## config.mk

```make
export PLATFORM = sky130hd
export DESIGN_NAME = uart_rx_param
export DESIGN_NICKNAME = d
export VERILOG_FILES = /design/src/rtl/uart_rx_param.sv
export SDC_FILE = /design/constraint.sdc
export NUM_CORES = 1
export LEC_CHECK = 0
export ABC_AREA = 1
export CAP_MARGIN = 20
export CELL_PAD_IN_SITES_DETAIL_PLACEMENT = 1
export CELL_PAD_IN_SITES_GLOBAL_PLACEMENT = 2
export CORE_MARGIN = 2
export CORE_UTILIZATION = 37
export DETAILED_ROUTE_END_ITERATION = 12
export PLACE_DENSITY = 0.89
export SLEW_MARGIN = 40
export SYNTH_ARGS = -nofsm -noshare
export SYNTH_HDL_FRONTEND = slang
export SYNTH_SLANG_ARGS = --single-unit
export TNS_END_PERCENT = 10
```

## constraint.sdc

```tcl
create_clock -name clk -period 2.37 [get_ports clk]
set_clock_uncertainty 0.2 [all_clocks]
set_input_delay 0.711 -clock clk [delete_from_list [all_inputs] [get_ports clk]]
set_output_delay 0.711 -clock clk [all_outputs]
set_load 0.02 [all_outputs]
```

## src/rtl/uart_rx_param.sv

```systemverilog
// Parametrised UART receiver: mid-bit start qualification, optional parity, one or two
// stop bits, and a valid/ready output register with overrun reporting.
module uart_rx_param #(
  parameter int CLKS_PER_BIT = 16,
  parameter int DATA_BITS    = 8,
  parameter int PARITY       = 0,
  parameter int STOP_BITS    = 1,
  parameter int SYNC_STAGES  = 2
) (
  input  logic                 clk,
  input  logic                 rst_n,
  input  logic                 rs232,
  output logic [DATA_BITS-1:0] rx_data,
  output logic                 rx_valid,
  input  logic                 rx_ready,
  output logic                 parity_err,
  output logic                 frame_err,
  output logic                 overrun,
  output logic                 busy
);

  localparam int CW = $clog2(CLKS_PER_BIT);
  localparam int BW = $clog2(DATA_BITS + 1);
  localparam logic [CW-1:0] HALF_M1   = CW'(CLKS_PER_BIT / 2 - 1);
  localparam logic [CW-1:0] FULL_M1   = CW'(CLKS_PER_BIT - 1);
  localparam logic [BW-1:0] LAST_BIT  = BW'(DATA_BITS - 1);
  localparam logic          STOP_LAST = 1'(STOP_BITS - 1);
  localparam logic          ODD       = (PARITY == 1);

  typedef enum logic [2:0] {
    S_IDLE, S_START, S_DATA, S_PARITY, S_STOP, S_BREAK
  } state_t;

  state_t                 state_q, state_d;
  logic [SYNC_STAGES-1:0] sync_q, sync_d;
  logic [CW-1:0]          cnt_q, cnt_d;
  logic [BW-1:0]          bit_q, bit_d;
  logic                   stop_q, stop_d;
  logic [DATA_BITS-1:0]   sh_q, sh_d;
  logic                   perr_q, perr_d;
  logic                   ferr_q, ferr_d;
  logic [DATA_BITS-1:0]   data_q, data_d;
  logic                   valid_q, valid_d;
  logic                   pe_out_q, pe_out_d;
  logic                   fe_out_q, fe_out_d;
  logic                   ovr_q, ovr_d;
  logic                   line;
  logic                   mid;
  logic                   done;

  assign line = sync_q[SYNC_STAGES-1];
  assign mid  = (cnt_q == FULL_M1);

  always_comb begin
    sync_d   = {sync_q[SYNC_STAGES-2:0], rs232};
    state_d  = state_q;
    cnt_d    = cnt_q + 1'b1;
    bit_d    = bit_q;
    stop_d   = stop_q;
    sh_d     = sh_q;
    perr_d   = perr_q;
    ferr_d   = ferr_q;
    data_d   = data_q;
    valid_d  = valid_q;
    pe_out_d = pe_out_q;
    fe_out_d = fe_out_q;
    ovr_d    = 1'b0;
    done     = 1'b0;

    case (state_q)
      S_IDLE: begin
        cnt_d = '0;
        if (!line) state_d = S_START;
      end
      S_START: begin
        if (cnt_q == HALF_M1) begin
          cnt_d = '0;
          if (line) begin
            state_d = S_IDLE;
          end else begin
            bit_d   = '0;
            stop_d  = 1'b0;
            perr_d  = 1'b0;
            ferr_d  = 1'b0;
            state_d = S_DATA;
          end
        end
      end
      S_DATA: begin
        if (mid) begin
          cnt_d = '0;
          sh_d  = {line, sh_q[DATA_BITS-1:1]};
          bit_d = bit_q + 1'b1;
          if (bit_q == LAST_BIT) state_d = (PARITY != 0) ? S_PARITY : S_STOP;
        end
      end
      S_PARITY: begin
        if (mid) begin
          cnt_d   = '0;
          // xor of data and parity bit is 1 for a good odd frame, 0 for a good even one
          perr_d  = (^{sh_q, line}) ^ ODD;
          state_d = S_STOP;
        end
      end
      S_STOP: begin
        if (mid) begin
          cnt_d  = '0;
          stop_d = ~stop_q;
          if (!line) ferr_d = 1'b1;
          if (stop_q == STOP_LAST) begin
            done    = 1'b1;
            state_d = line ? S_IDLE : S_BREAK;
          end
        end
      end
      S_BREAK: begin
        cnt_d = '0;
        if (line) state_d = S_IDLE;
      end
      default: state_d = S_IDLE;
    endcase

    if (valid_q && rx_ready) valid_d = 1'b0;

    // a held, unaccepted word wins over the new frame
    if (done) begin
      if (!valid_q || rx_ready) begin
        data_d   = sh_q;
        pe_out_d = perr_q;
        fe_out_d = ferr_q | ~line;
        valid_d  = 1'b1;
      end else begin
        ovr_d = 1'b1;
      end
    end
  end

  always_ff @(posedge clk or negedge rst_n) begin
    if (!rst_n) begin
      state_q  <= S_IDLE;
      sync_q   <= '1;
      cnt_q    <= '0;
      bit_q    <= '0;
      stop_q   <= 1'b0;
      sh_q     <= '0;
      perr_q   <= 1'b0;
      ferr_q   <= 1'b0;
      data_q   <= '0;
      valid_q  <= 1'b0;
      pe_out_q <= 1'b0;
      fe_out_q <= 1'b0;
      ovr_q    <= 1'b0;
    end else begin
      state_q  <= state_d;
      sync_q   <= sync_d;
      cnt_q    <= cnt_d;
      bit_q    <= bit_d;
      stop_q   <= stop_d;
      sh_q     <= sh_d;
      perr_q   <= perr_d;
      ferr_q   <= ferr_d;
      data_q   <= data_d;
      valid_q  <= valid_d;
      pe_out_q <= pe_out_d;
      fe_out_q <= fe_out_d;
      ovr_q    <= ovr_d;
    end
  end

  assign rx_data    = data_q;
  assign rx_valid   = valid_q;
  assign parity_err = pe_out_q;
  assign frame_err  = fe_out_q;
  assign overrun    = ovr_q;
  assign busy       = (state_q != S_IDLE);

endmodule

```

# Word-level counts from Yosys, hierarchy flattened
# Index checks and enable logic that the tools add are counted.
[word_totals]
elab_cells = 89
ram_bits = 0
latch_bits = 0
ff_bits = 36
n_memories = 0
rom_bits = 0
output_inout_bits = 13
[op_classes]
n_eq_ne = 18
order_cmp = 0
mul = 0
n_reduce_logical = 18
div_mod_pow = 0
muxes = 35
n_bitwise = 3
add_sub_neg = 2
n_shift = 0
[op_table]
columns = ["operator", "n"]
rows = [
  ["$mux W3", 9],
  ["$mux W4", 5],
  ["$ne A2 B2 Y1 const B", 10],
  ["$pmux W3 S6", 1],
  ["$mux W1", 14],
  ["$pmux W4 S3", 1],
  ["$reduce_and A4 Y1", 3],
  ["$reduce_xor A9 Y1", 1],
  ["$add A4 B1 Y4 const B", 2],
  ["$eq A4 B3 Y1 const B", 2],
  ["$pmux W4 S2", 1],
  ["$reduce_and A8 Y1", 1],
  ["$eq A3 B2 Y1 const B", 2],
  ["$eq A3 B3 Y1 const B", 2],
  ["$pmux W1 S2", 3],
  ["$reduce_bool A2 Y1", 3],
  ["$reduce_and A5 Y1", 1],
  ["$eq A4 B4 Y1 const B", 1],
  ["$reduce_and A2 Y1", 2],
  ["$eq A3 B1 Y1 const B", 1],
  ["$logic_not A3 Y1", 1],
  ["$reduce_bool A3 Y1", 1],
  ["$reduce_or A3 Y1", 1],
  ["$mux W2", 1],
  ["other kinds (6)", 7],
]

# Depth between registers and ports, before layout
# Gate-level depths: netlist of run 1.
[logic_depth]
ltp_word = 4
depth_mapped = 10
ltp_nobuf = 10

# Least setup slack after synthesis of run 1
# Ideal clock, no wire load.
[synth_timing]
path_kind = "register to output"
startpoint = "register state_q[0]"
endpoint = "output busy"
slack_ns = 0.735
stages_incl_launch_ff = 4
required_time_ns = 1.459
arrival_ns = 0.724
path_cell_list = "dfrtp_1 buf_6 nor2_4 nand2_1"
[synth_via]
elab_chain_len = 1
[synth_rtl]
columns = ["item", "line_no", "text"]
rows = [
  ["from (decl)", "34", "state_t state_q, state_d;"],
  ["from (signal assigned)", "154", "state_q <= state_d;"],
  ["$reduce_bool A3 Y1", "175", "assign busy = (state_q != S_IDLE);"],
  ["to (decl)", "19", "output logic busy"],
]
# No other way between the ends.

# Worst setup path in the final report of run 1
[layout_timing]
startpoint = "register state_q[1]"
endpoint = "output busy"
# Same word-level chain as after synthesis.

==> qor.csv, run 1 <==
metric,value,unit
TritonRoute pass-1 iters,3,
Clock transition at path regs,70,ps
area of the die,0.00550,mm^2
CP arrival,1310,ps
"commonest cells after routing, fill and taps aside","66 x nand2_1, 34 x dfrtp_1, 26 x inv_1",
Yosys reg bits,36,
crit path cell chain,nor2_4 > nand2_1 > dlygate4sd2_1,
sequential area share after synthesis,49.6,%
minimum clock period,2220,ps
Worst-Margin Slew,432,ps
CTS sink cnt,36,
non-filler instance count after layout,303,
vias in the first global route,1382,
Startpoint Class,flop,
Placed Instances,295,
Slew HR,71.2,%
"most common cell after layout, fill and taps aside",nand2_1,
"antenna viol nets, final",0,
Fmax achieved,451,MHz
Die W,74.1,um
CP Capture Type,output pin,
peak supply drop,386,uV
Layout Utilization,45.3,%
final setup fails,0,
Clock Path Buffers,2,
Final Cell Area,0.00214,mm^2
Final Hold Fails,0,
root buf cell,clkbuf_8,
Tcrit/Tclk final,93.6,%
I/O pin count,17,
vias after detailed routing,1386,
status,"finished, final reports clean",
Inserted Clock Buffers,5,
core area,0.00472,mm^2
later-pin clock latency in the skew report,290,ps
Cell Pwr Density,850,mW/mm^2
Iter 0 DRT Violations,25,
hold-fix buffers at CTS,0,
Worst path slowest cell,dfrtp_1,
Synth Instances,213,
Worst EP required,1460,ps
maximum capacitance violations,0,
number of cell rows,25,
final hold slack,146,ps
LEAKAGE,0.00106,uW
total global-route track usage,15.0,%
"Cell Area, Synth",0.00182,mm^2
largest net degree at the start of global routing,22,
share of cells above drive strength 1,18.2,%
RSZ-0062 raised after global routing,false,
syn nets,219,
first-pass GRT wire length,6270,um
CTS tree,yes,
GP Congestion,0.828,
Synth cell types,27,
Initial Util,38.5,%
YS warnings,0,
DRT Wirelength,3540,um
# diodes,0,
PortBufs,16,
max incr delay on CP,450,ps
WS Path Type,reg -> out,
post-DP HPWL,2740,um
Syn Area/Cell,8.55,um^2
Max Slew Vio Count,0,
initial antenna violation count,0,
fin nets,241,
DRC viols,0,
hold crit path type,in -> async,
average wire per standard cell,11.7,um
Area growth syn-to-layout,17.5,%
crit-path max FO,4,
Via density,4.57,
Chip Height,74.1,um
Post-DP Area,0.00206,mm^2
GRT overflow,0,
H-tree lvl count,2,
Sum Neg Setup Slack,0,ps
kinds of logic (layout without fill, tap and decap cells):
group	after synthesis	count (layout)	share of synthesized area, %
AND/OR/NAND/NOR	107	107	28.8
adder cells (fa/ha/maj)	2	2	1.37
flip-flops	36	36	49.6
XOR/XNOR	4	4	1.92
buffers and inverters	34	57	8.18
AO/OA/AOI/OAI	30	30	10.1
cell type report:
type                       count  area (um^2)
fill                         579         2580
tap                           67         83.8
clock buffer                   7         76.3
sequential                    36          903
clock inverter                 1         5.00
timing repair buffer          18          181
multi-input combinational    143          768
inverter                      31          121
per-layer routing:
| layer | up-vias | GRT usage, % | wire length, um |
|---|---|---|---|
| met3 | 4 | 2.85 | 109 |
| li1 | 713 | - | - |
| met4 | 0 | 7.88 | 47 |
| met1 | 653 | 19.3 | 1740 |
| met2 | 16 | 24.0 | 1640 |
| met5 | - | 0 | 0 |
final timing paths:
path                            cells past startpoint        from  slack [ps]          to
worst max-delay path                                3  state_q[1]         150        busy
worst min-delay path                                1       rst_n         150  rx_data[3]
worst max register to register                      9    cnt_q[0]         560    cnt_q[3]
worst min register to register                      0   sync_q[0]         170   sync_q[1]
max in group asynchronous                           2       rst_n        1360     overrun
min in group clk                                    0   sync_q[0]         170   sync_q[1]
flip-flops by register name (all words and copies together) (netlist names), 2 cells and up:
signal and cells:
rx_data 8, sh_q 8, bit_q 4, cnt_q 4, state_q 3, sync_q 2
cells in the mapped netlist:
| cell type | count | area [um^2] |
|---|---|---|
| nand3_2 | 1 | 10.0 |
| dfrtp_1 | 34 | 851 |
| buf_6 | 2 | 22.5 |
| nor2_1 | 7 | 26.3 |
| nand3_4 | 1 | 17.5 |
| nand3_1 | 9 | 45.0 |
| a21oi_1 | 5 | 25.0 |
| inv_4 | 2 | 12.5 |
| nor2_2 | 3 | 18.8 |
| nor2_4 | 4 | 45.0 |
| or2_2 | 1 | 6.26 |
| nor2_8 | 1 | 20.0 |
| a311oi_1 | 1 | 8.76 |
| ha_1 | 2 | 25.0 |
| xor2_1 | 2 | 17.5 |
| or2_1 | 1 | 6.26 |
| nand4_1 | 5 | 31.3 |
| o21ai_2 | 8 | 70.1 |
| inv_1 | 26 | 97.6 |
| inv_2 | 3 | 11.3 |
| xnor2_1 | 2 | 17.5 |
| buf_2 | 1 | 5.00 |
| o21ai_1 | 6 | 30.0 |
| o21ai_0 | 10 | 50.1 |
| nand2_2 | 8 | 50.1 |
| nand2_1 | 66 | 248 |
| dfstp_2 | 2 | 52.6 |
critical path, delay by kind of cell, from the launching register on:
kind / cells / cell delay, ps
and+or+nand+nor: 2 / 240
buffers and inverters: 1 / 330
DFF: 1 / 450
report_power, final:
group	internal, uW	switching (uW)	total, uW
clock	206	213	419
sequential	701	75.2	776
combinational	219	403	623
metrics by stage:
step | total power (uW) | worst slack, ps
6_report | 1820 | 153
3_5_place_dp | 1430 | 185
2_1_floorplan | 1260 | 735
5_1_grt | 1960 | 73.5
3_3_place_gp | 1420 | 236
4_1_cts | 1860 | 125
repair_timing:
action / in CTS / in global routing
buffers inserted: 0 / 0
endpoints found under the setup margin: 1 / 0
hold endpoints to repair: 0 / 0
resized for setup: 1 / 0
No activity file was read; power rests on OpenSTA's default activity.
==> inputs of run 2 (changes only) <==
CORE_UTILIZATION = 34   (was 37)
PLACE_DENSITY = 0.85   (was 0.89)
clock period = 2.4 ns   (was 2.37 ns; I/O delays follow)
==> run 2 against run 1 <==
Effect of this change:
- utilization shrank 3.3 points
- largest cell class unchanged
- count of clock-buffer cells in the layout unchanged
- clock power grew 11%
- global-route usage is 1.6 points lower
- sequential share of layout area is 0.37 points lower
- wire length is 0.17% lower
==> qor.csv, run 2 (same netlist as run 1, synthesis figures left out) <==
metric,value,unit,change
average wire per standard cell,11.6,um,was 11.7 um
Clock transition at path regs,70,ps,about the same
DRT Wirelength,3530,um,was 3540 um
TritonRoute pass-1 iters,4,,was 3
Chip Height,77.2,um,was 74.1 um
max incr delay on CP,450,ps,about the same
Slew HR,70.8,%,was 71.2%
Initial Util,35.4,%,was 38.5%
vias in the first global route,1419,,was 1382
Tcrit/Tclk final,91.4,%,
Worst EP required,1480,ps,was 1460 ps
Area growth syn-to-layout,18.6,%,was 17.5%
Worst-Margin Slew,437,ps,was 432 ps
post-DP HPWL,2710,um,was 2740 um
minimum clock period,2190,ps,
status,"finished, final reports clean",,unchanged
hold crit path type,reg -> reg,,was in -> async
largest delay contributor family on the critical path,flip-flops,,unchanged
PortBufs,16,,unchanged
DRC viols,0,,unchanged
RSZ-0062 raised after global routing,false,,unchanged
first-pass GRT wire length,6380,um,was 6270 um
GRT overflow,0,,unchanged
Startpoint Class,flop,,unchanged
"most common cell after layout, fill and taps aside",nand2_1,,unchanged
Buf/Inv on CP,1,,unchanged
area of the die,0.00596,mm^2,was 0.00550 mm^2
H-tree lvl count,2,,unchanged
Clock Path Buffers,2,,unchanged
Final Hold Fails,0,,unchanged
peak supply drop,307,uV,was 386 uV
crit-path max FO,4,,unchanged
"commonest cells after routing, fill and taps aside","66 x nand2_1, 34 x dfrtp_1, 26 x inv_1",,unchanged
number of cell rows,26,,was 25
# diodes,0,,unchanged
Layout Utilization,42.0,%,was 45.3%
Die W,77.2,um,was 74.1 um
Worst path slowest cell,dfrtp_1,,unchanged
Inserted Clock Buffers,5,,unchanged
core area,0.00514,mm^2,was 0.00472 mm^2
largest net degree at the start of global routing,20,,was 22
Cell Pwr Density,857,mW/mm^2,was 850 mW/mm^2
final setup fails,0,,unchanged
Fmax achieved,456,MHz,
total global-route track usage,13.4,%,was 15.0%
CTS sink cnt,36,,unchanged
GP Congestion,0.739,,was 0.828
Sum Neg Setup Slack,0,ps,unchanged
Iter 0 DRT Violations,88,,was 25
maximum capacitance violations,0,,unchanged
Via density,4.52,,was 4.57
later-pin clock latency in the skew report,280,ps,was 290 ps
LEAKAGE,0.00107,uW,was 0.00106 uW
root buf cell,clkbuf_8,,unchanged
share of cells above drive strength 1,18.7,%,was 18.2%
WS Path Type,reg -> out,,unchanged
vias after detailed routing,1380,,was 1386
CP Capture Type,output pin,,unchanged
CTS tree,yes,,unchanged
FILL cells,650,,was 579
fin nets,241,,unchanged
initial antenna violation count,0,,unchanged
"antenna viol nets, final",0,,unchanged
CP arrival,1270,ps,was 1310 ps
Max Slew Vio Count,0,,unchanged
crit path cell chain,nor2_4 > nand2_1 > dlygate4sd2_1,,unchanged
I/O pin count,17,,unchanged
run 2: cell count changes in the layout (fill, tap and decap cells not counted), sizes merged:
cell	previous run	this run
buf	2	3
clkinv	1	0
clkbuf	8	7
run 2: worst paths after layout:
kind	start	to	slack (ps)	cells after the start
min in group asynchronous	rst_n	sh_q[3]	170	1
max in group asynchronous	rst_n	cnt_q[0]	1380	2
worst min register to register	sync_q[0]	sync_q[1]	160	0
worst min-delay path	sync_q[0]	sync_q[1]	160	0
worst max register to register	cnt_q[0]	cnt_q[3]	600	9
worst max-delay path	state_q[1]	busy	210	3
run 2: final cells by class:
type	count	area (um^2)	share of cell area, %
inverters	31	121	5.62
flip-flops and latches	36	903	41.9
repair buffers	18	181	8.41
multi-input cells	143	768	35.6
clock buffers	7	96.3	4.46
well taps	70	87.6	4.06
run 2: worst register-to-register path, cell delays in order, from the launching register on:
cell     delay, ps
dfrtp_1        380
ha_1           190
nand2_2        100
nor2_8         150
inv_1          100
nand2_2         90
nand2_2         70
a21oi_1        240
or2_1          150
inv_1           30
run 2: per-layer routing:
metal  share of wire (%)  vias up  wire [um]  GRT usage [%]
met5                   0        -          0              0
met4                0.96        0         34           4.82
met3                 2.9        4        104           2.47
met2                  48       17       1710           22.5
met1                  48      649       1680           17.2
li1                    -      710          -              -
run 2: repair_timing:
item,in CTS,in global routing
hold buffers,0,0
resized for setup,1,0
endpoints found under the setup margin,1,0
buffers inserted,0,0
run 2: power by group:
part	switching [uW]	leakage, uW	internal [uW]	total (uW)
clock network	208	0.0000503	256	463
registers	76.1	0.000468	692	768
logic	401	0.000547	217	618
total	684	0.00107	1170	1850
run 2: metrics by stage:
step	setup WS, ps	instances	area, um^2	hold slack [ps]	total power, uW
detailed placement	253	298	2060	149	1410
global placement	271	298	2060	148	1400
CTS	190	305	2160	161	1880
floorplan	756	213	1820	145	1250
global route	144	305	2160	162	2000
finish	205	305	2160	157	1850
